$ cat config.mk
export PLATFORM = sky130hd
export DESIGN_NAME = mips_alu
export DESIGN_NICKNAME = d
export VERILOG_FILES = /design/src/rtl/mips_alu_pkg.sv /design/src/rtl/mips_alu_decode.sv /design/src/rtl/mips_alu.sv
export SDC_FILE = /design/constraint.sdc
export NUM_CORES = 1
export LEC_CHECK = 0
export BUFFER_PORTS_ARGS = -buffer_cell sky130_fd_sc_hd__buf_2
export CELL_PAD_IN_SITES_DETAIL_PLACEMENT = 1
export CELL_PAD_IN_SITES_GLOBAL_PLACEMENT = 2
export CORE_MARGIN = 4
export CORE_UTILIZATION = 33
export CTS_CLUSTER_DIAMETER = 150
export DETAILED_ROUTE_END_ITERATION = 8
export GPL_TIMING_DRIVEN = 0
export PLACE_DENSITY_LB_ADDON = 0.1
export SLEW_MARGIN = 20
export SYNTH_ARGS = -nofsm -noshare
export SYNTH_HDL_FRONTEND = slang
export SYNTH_SLANG_ARGS = --single-unit
$ cat constraint.sdc
create_clock -name clk -period 4.2 [get_ports clk]
set_input_delay 0.42 -clock clk [delete_from_list [all_inputs] [get_ports clk]]
set_output_delay 0.42 -clock clk [all_outputs]
set_load 0.1 [all_outputs]
$ cat src/rtl/mips_alu_pkg.sv
// Shared encodings for the MIPS ALU: control codes, funct fields and the
// main-control operation classes.
package mips_alu_pkg;

    // Decoded ALU control codes (the value presented on ALU_Ctl)
    localparam logic [3:0] CTL_AND     = 4'b0000;
    localparam logic [3:0] CTL_OR      = 4'b0001;
    localparam logic [3:0] CTL_ADD     = 4'b0010;
    localparam logic [3:0] CTL_SUB     = 4'b0110;
    localparam logic [3:0] CTL_SLT     = 4'b0111;
    localparam logic [3:0] CTL_NOR     = 4'b1100;
    localparam logic [3:0] CTL_INVALID = 4'b1111;

    // R-type funct field values
    localparam logic [5:0] FUNCT_ADD = 6'b100000;
    localparam logic [5:0] FUNCT_SUB = 6'b100010;
    localparam logic [5:0] FUNCT_AND = 6'b100100;
    localparam logic [5:0] FUNCT_OR  = 6'b100101;
    localparam logic [5:0] FUNCT_SLT = 6'b101010;
    localparam logic [5:0] FUNCT_NOR = 6'b100111;

    // Main-control operation classes; anything else means "use funct"
    localparam logic [1:0] ALUOP_ADD = 2'b00;
    localparam logic [1:0] ALUOP_SUB = 2'b01;

endpackage

$ cat src/rtl/mips_alu_decode.sv
// Combinational ALU control decoder: maps ALU_op / FuncCode to a 4-bit code.
module alu_decode
    import mips_alu_pkg::*;
(
    input  logic [5:0] FuncCode,
    input  logic [1:0] ALU_op,
    output logic [3:0] alu_ctl
);

    // Loads/stores force add, branches force subtract, R-type uses funct
    always_comb begin
        alu_ctl = CTL_INVALID;
        case (ALU_op)
            ALUOP_ADD: alu_ctl = CTL_ADD;
            ALUOP_SUB: alu_ctl = CTL_SUB;
            default: begin
                case (FuncCode)
                    FUNCT_ADD: alu_ctl = CTL_ADD;
                    FUNCT_SUB: alu_ctl = CTL_SUB;
                    FUNCT_AND: alu_ctl = CTL_AND;
                    FUNCT_OR:  alu_ctl = CTL_OR;
                    FUNCT_SLT: alu_ctl = CTL_SLT;
                    FUNCT_NOR: alu_ctl = CTL_NOR;
                    default:   alu_ctl = CTL_INVALID;
                endcase
            end
        endcase
    end

endmodule

$ cat src/rtl/mips_alu.sv
// MIPS ALU: decode + combinational execute followed by one output register
// stage. Outputs hold while in_valid is low.
module mips_alu
    import mips_alu_pkg::*;
#(
    parameter int WIDTH = 32
) (
    input  logic             clk,
    input  logic             reset,
    input  logic             in_valid,
    input  logic [WIDTH-1:0] A,
    input  logic [WIDTH-1:0] B,
    input  logic [5:0]       FuncCode,
    input  logic [1:0]       ALU_op,
    output logic [3:0]       ALU_Ctl,
    output logic [WIDTH-1:0] Output,
    output logic             Zero_Flag,
    output logic             Overflow,
    output logic             out_valid
);

    logic [3:0]       dec_ctl;
    logic [WIDTH-1:0] sum;
    logic [WIDTH-1:0] diff;
    logic             a_lt_b;
    logic [WIDTH-1:0] result;
    logic             ovf;

    logic [3:0]       ctl_d,    ctl_q;
    logic [WIDTH-1:0] result_d, result_q;
    logic             zero_d,   zero_q;
    logic             ovf_d,    ovf_q;
    logic             valid_d,  valid_q;

    alu_decode u_decode (
        .FuncCode (FuncCode),
        .ALU_op   (ALU_op),
        .alu_ctl  (dec_ctl)
    );

    assign sum    = A + B;
    assign diff   = A - B;
    // True signed compare so slt stays correct when A-B overflows
    assign a_lt_b = ($signed(A) < $signed(B));

    // Execute the decoded operation and derive signed overflow for add/sub
    always_comb begin
        result = '0;
        ovf    = 1'b0;
        case (dec_ctl)
            CTL_ADD: begin
                result = sum;
                ovf    = (A[WIDTH-1] == B[WIDTH-1]) && (sum[WIDTH-1] != A[WIDTH-1]);
            end
            CTL_SUB: begin
                result = diff;
                ovf    = (A[WIDTH-1] != B[WIDTH-1]) && (diff[WIDTH-1] != A[WIDTH-1]);
            end
            CTL_AND: result = A & B;
            CTL_OR:  result = A | B;
            CTL_NOR: result = ~(A | B);
            CTL_SLT: result = {{(WIDTH-1){1'b0}}, a_lt_b};
            default: result = '0;
        endcase
    end

    // Load a new result only on valid input; zero flag comes from that same result
    always_comb begin
        ctl_d    = ctl_q;
        result_d = result_q;
        zero_d   = zero_q;
        ovf_d    = ovf_q;
        valid_d  = in_valid;
        if (in_valid) begin
            ctl_d    = dec_ctl;
            result_d = result;
            zero_d   = (result == '0);
            ovf_d    = ovf;
        end
    end

    // Single output register stage with synchronous reset
    always_ff @(posedge clk) begin
        if (reset) begin
            ctl_q    <= 4'b0000;
            result_q <= '0;
            zero_q   <= 1'b0;
            ovf_q    <= 1'b0;
            valid_q  <= 1'b0;
        end else begin
            ctl_q    <= ctl_d;
            result_q <= result_d;
            zero_q   <= zero_d;
            ovf_q    <= ovf_d;
            valid_q  <= valid_d;
        end
    end

    assign ALU_Ctl   = ctl_q;
    assign Output    = result_q;
    assign Zero_Flag = zero_q;
    assign Overflow  = ovf_q;
    assign out_valid = valid_q;

endmodule

==> flow_metrics.env <==
export IMPL_cts_root_buf="clkbuf_16"
export IMPL_crit_path_end="Zero_Flag$_SDFFE_PP0P_"
export IMPL_cp_data_arrival_time_ns=4.39
export IMPL_coreArea_um2=21000
export IMPL_synth_seq_cells=39
export IMPL_end_kind="register"
export IMPL_critical_path_required_ns=4.43
export IMPL_final_antenna_net_count=0
export IMPL_relSlewSlack_pct=38.3
export IMPL_min_period_ns=4.16
export IMPL_ys_seq_area_share_pct=11.1
export IMPL_reg2reg_from="Output[7]$_SDFFE_PP0P_"
export IMPL_hpwl_um=25300
export IMPL_diodes=0
export IMPL_slowest_delay_ns=0.50
export IMPL_routabilityCongestion=0.918
export IMPL_topRoutingLayerUsed="met4"
export IMPL_skew_ns=0
export IMPL_cp_startpoint="FuncCode[0]"
export IMPL_grt_use_total_pct=24.8
export IMPL_reg2reg_to="Output[7]$_SDFFE_PP0P_"
export IMPL_area_growth_syn_to_layout_pct=15.6
export IMPL_yosys_area_top_type_share_pct=17.4
export IMPL_rsz0062_at_grt="yes"
export IMPL_synth_most_common_cell="nor2_1"
export IMPL_yosysTopAreaCell="ha_1"
export IMPL_cts_tree="yes"
export IMPL_worst_slack_ns=0.0411
export IMPL_power_leakage_nw=3.70
export IMPL_yosysWarnings=0
export IMPL_period_share_pct=99.0
export IMPL_drive_gt1_share_pct=15.0
export IMPL_clk_path_buf_depth=2
export IMPL_grt_max_degree=14
export IMPL_wl_met1_um=14800
export IMPL_drtPass1Iterations=5
export IMPL_hold_viol=0
export IMPL_yosys_most_used_dff="dfxtp_1"
export IMPL_max_cap_violations=0
export IMPL_io_buffers=111
export IMPL_drv_slew=0
export IMPL_die_area_um2=23700
export IMPL_cp_start_kind="input port"
export IMPL_cts_made_buffers=5
export IMPL_slowest_stage="buf_1"
export IMPL_wl_met2_um=13600
export IMPL_syn_area_per_cell_um2=7.06
export IMPL_num_rows=53
export IMPL_rr_worst_depth=2
export IMPL_drt_initial_drc_count=637
export IMPL_crit_fanout=10
export IMPL_dr_wl_met3_um=1980
export IMPL_grt_pass1_wl_um=46700
export IMPL_drt_wirelength_per_cell_um=22.3
export IMPL_synth_common_cells="107 x nor2_1, 98 x ha_1, 97 x inv_1"
export IMPL_outcome="complete, no violations"
export IMPL_syn_num_nets=1172
export IMPL_postSynthCellCount=997
export IMPL_postCtsHoldBufs=0
export IMPL_viasPerCell=5.90
export IMPL_netlist_top_cells_area="ha_1 17%, dfxtp_1 11%, nor2_1 5.7%"
export IMPL_die_w_um=154
export IMPL_initial_core_util_pct=33.5
export IMPL_placedCellCount=1383
export IMPL_io_pins=114
export IMPL_tightest_slew_ns=0.926
export IMPL_grt_ovfl_total=0
export IMPL_antenna_found_initial=0
export IMPL_power_density_nw_per_um2=250
export IMPL_place_ws_ns=-0.318
export IMPL_critical_path_class="in2reg"
export IMPL_cp_cell_sequence="buf_2 > clkbuf_1 > nor2_1 > clkbuf_1 > clkbuf_2 > buf_1 > a22oi_1 > nor2_1 > a21oi_1 > nand4_1 > nor4_1 > and4_1 > a31o_1"
export IMPL_die_y_um=154
export IMPL_clk_latency_ns=0.28
export IMPL_setup_violations=0
export IMPL_timing_fmax_mhz=240
export IMPL_fin_nets=1290
export IMPL_cts_clk_slew_worst_paths_ns=0.06
export IMPL_grt_pass1_vias=7788
export IMPL_syn_area_um2=7040
export IMPL_rrSetupSlack_ns=3.37
export IMPL_holdPathStages=2
export IMPL_drt_total_wl_um=31000
export IMPL_hold_path_class="reg2reg"
export IMPL_synth_edf_count=0
export IMPL_h_tree_depth=2
export IMPL_postCtsSetupBuffers=0
export IMPL_clock_sinks=39
export IMPL_power_mw=2.03
export IMPL_routed_via_count=8209
export IMPL_async_flop_share_pct=0
export IMPL_vdd_drop_max_v=0.000147
export IMPL_finalNonFillerCells=1391
export IMPL_yosysUniqueCellTypes=79
export IMPL_drc_errors=0
## cell type report
class,instances,area [um^2]
clock buffer,5,125
multi-input combinational,793,5610
inverter,99,372
tap,275,344
timing repair buffer,111,556
clock inverter,3,20.0
sequential,39,781
fill,2713,12900
buffer,66,323
## report_power, final
group | switching [mW] | internal (mW)
logic | 0.866 | 0.368
clock network | 0.155 | 0.219
registers | 0.0217 | 0.400
## cell usage in the layout, fill, tap and decap left out, types with 21 or more instances in the layout
cell type | netlist | layout
dfxtp_1 | 39 | 39
nor2_1 | 107 | 107
o21ai_0 | 45 | 45
clkbuf_1 | 38 | 37
a211oi_1 | 29 | 29
xnor2_1 | 37 | 37
nor2b_1 | 21 | 21
ha_1 | 98 | 98
nand2_1 | 66 | 66
buf_2 | 8 | 119
a22oi_1 | 26 | 26
inv_1 | 97 | 97
a21oi_1 | 77 | 77
## registers in the layout (all words and copies together) (netlist names)
signal and cells:
Output 32, ALU_Ctl 4, Overflow 1, Zero_Flag 1, out_valid 1
## critical path, delay by kind of cell
kind                   cells  cell delay [ns]
buffers and inverters      5             2.00
AND/OR/NAND/NOR            5             1.12
AO/OA/AOI/OAI              3             0.83
## layer usage
metal	vias to the layer above	GRT usage, %
li1	3880	-
met1	4003	36.4
met2	292	39.2
met3	34	2.62
met4	0	4.92
met5	-	0
## how the worst min path moves through the flow
stage                                 start                      end  slack (ns)
floorplan                             A[31]    Overflow$_SDFFE_PP0P_        0.65
global placement    ALU_Ctl[0]$_SDFFE_PP0P_  ALU_Ctl[0]$_SDFFE_PP0P_        0.45
detailed placement  ALU_Ctl[0]$_SDFFE_PP0P_  ALU_Ctl[0]$_SDFFE_PP0P_        0.46
CTS                 ALU_Ctl[0]$_SDFFE_PP0P_  ALU_Ctl[0]$_SDFFE_PP0P_        0.47
global route        ALU_Ctl[0]$_SDFFE_PP0P_  ALU_Ctl[0]$_SDFFE_PP0P_        0.51
finish              ALU_Ctl[0]$_SDFFE_PP0P_  ALU_Ctl[0]$_SDFFE_PP0P_        0.47
## per-stage QoR
stage	cell area [um^2]	util, %	hold slack, ns	setup TNS, ns
final	8130	38.7	0.470	0
after global routing	8130	38.7	0.509	-0.0782
after CTS	8090	38.5	0.468	0
after detailed placement	7940	37.8	0.459	-0.414
after global placement	7940	37.8	0.452	-0.426
after floorplan	7040	-	0.654	0
## what timing repair did
item	in CTS	in global routing
endpoints found under the hold margin	0	0
resized for setup	1	7
endpoints found under the setup margin	1	2
## logic make-up after synthesis
group	after synthesis	synth area share (%)
adder cells (fa/ha/maj)	100	18.0
multiplexers	3	0.427
buffers and inverters	165	9.85
AO/OA/AOI/OAI	351	35.2
flip-flops	39	11.1
XOR/XNOR	40	4.98
AND/OR/NAND/NOR	299	20.5
No activity file was read; power rests on OpenSTA's default activity.
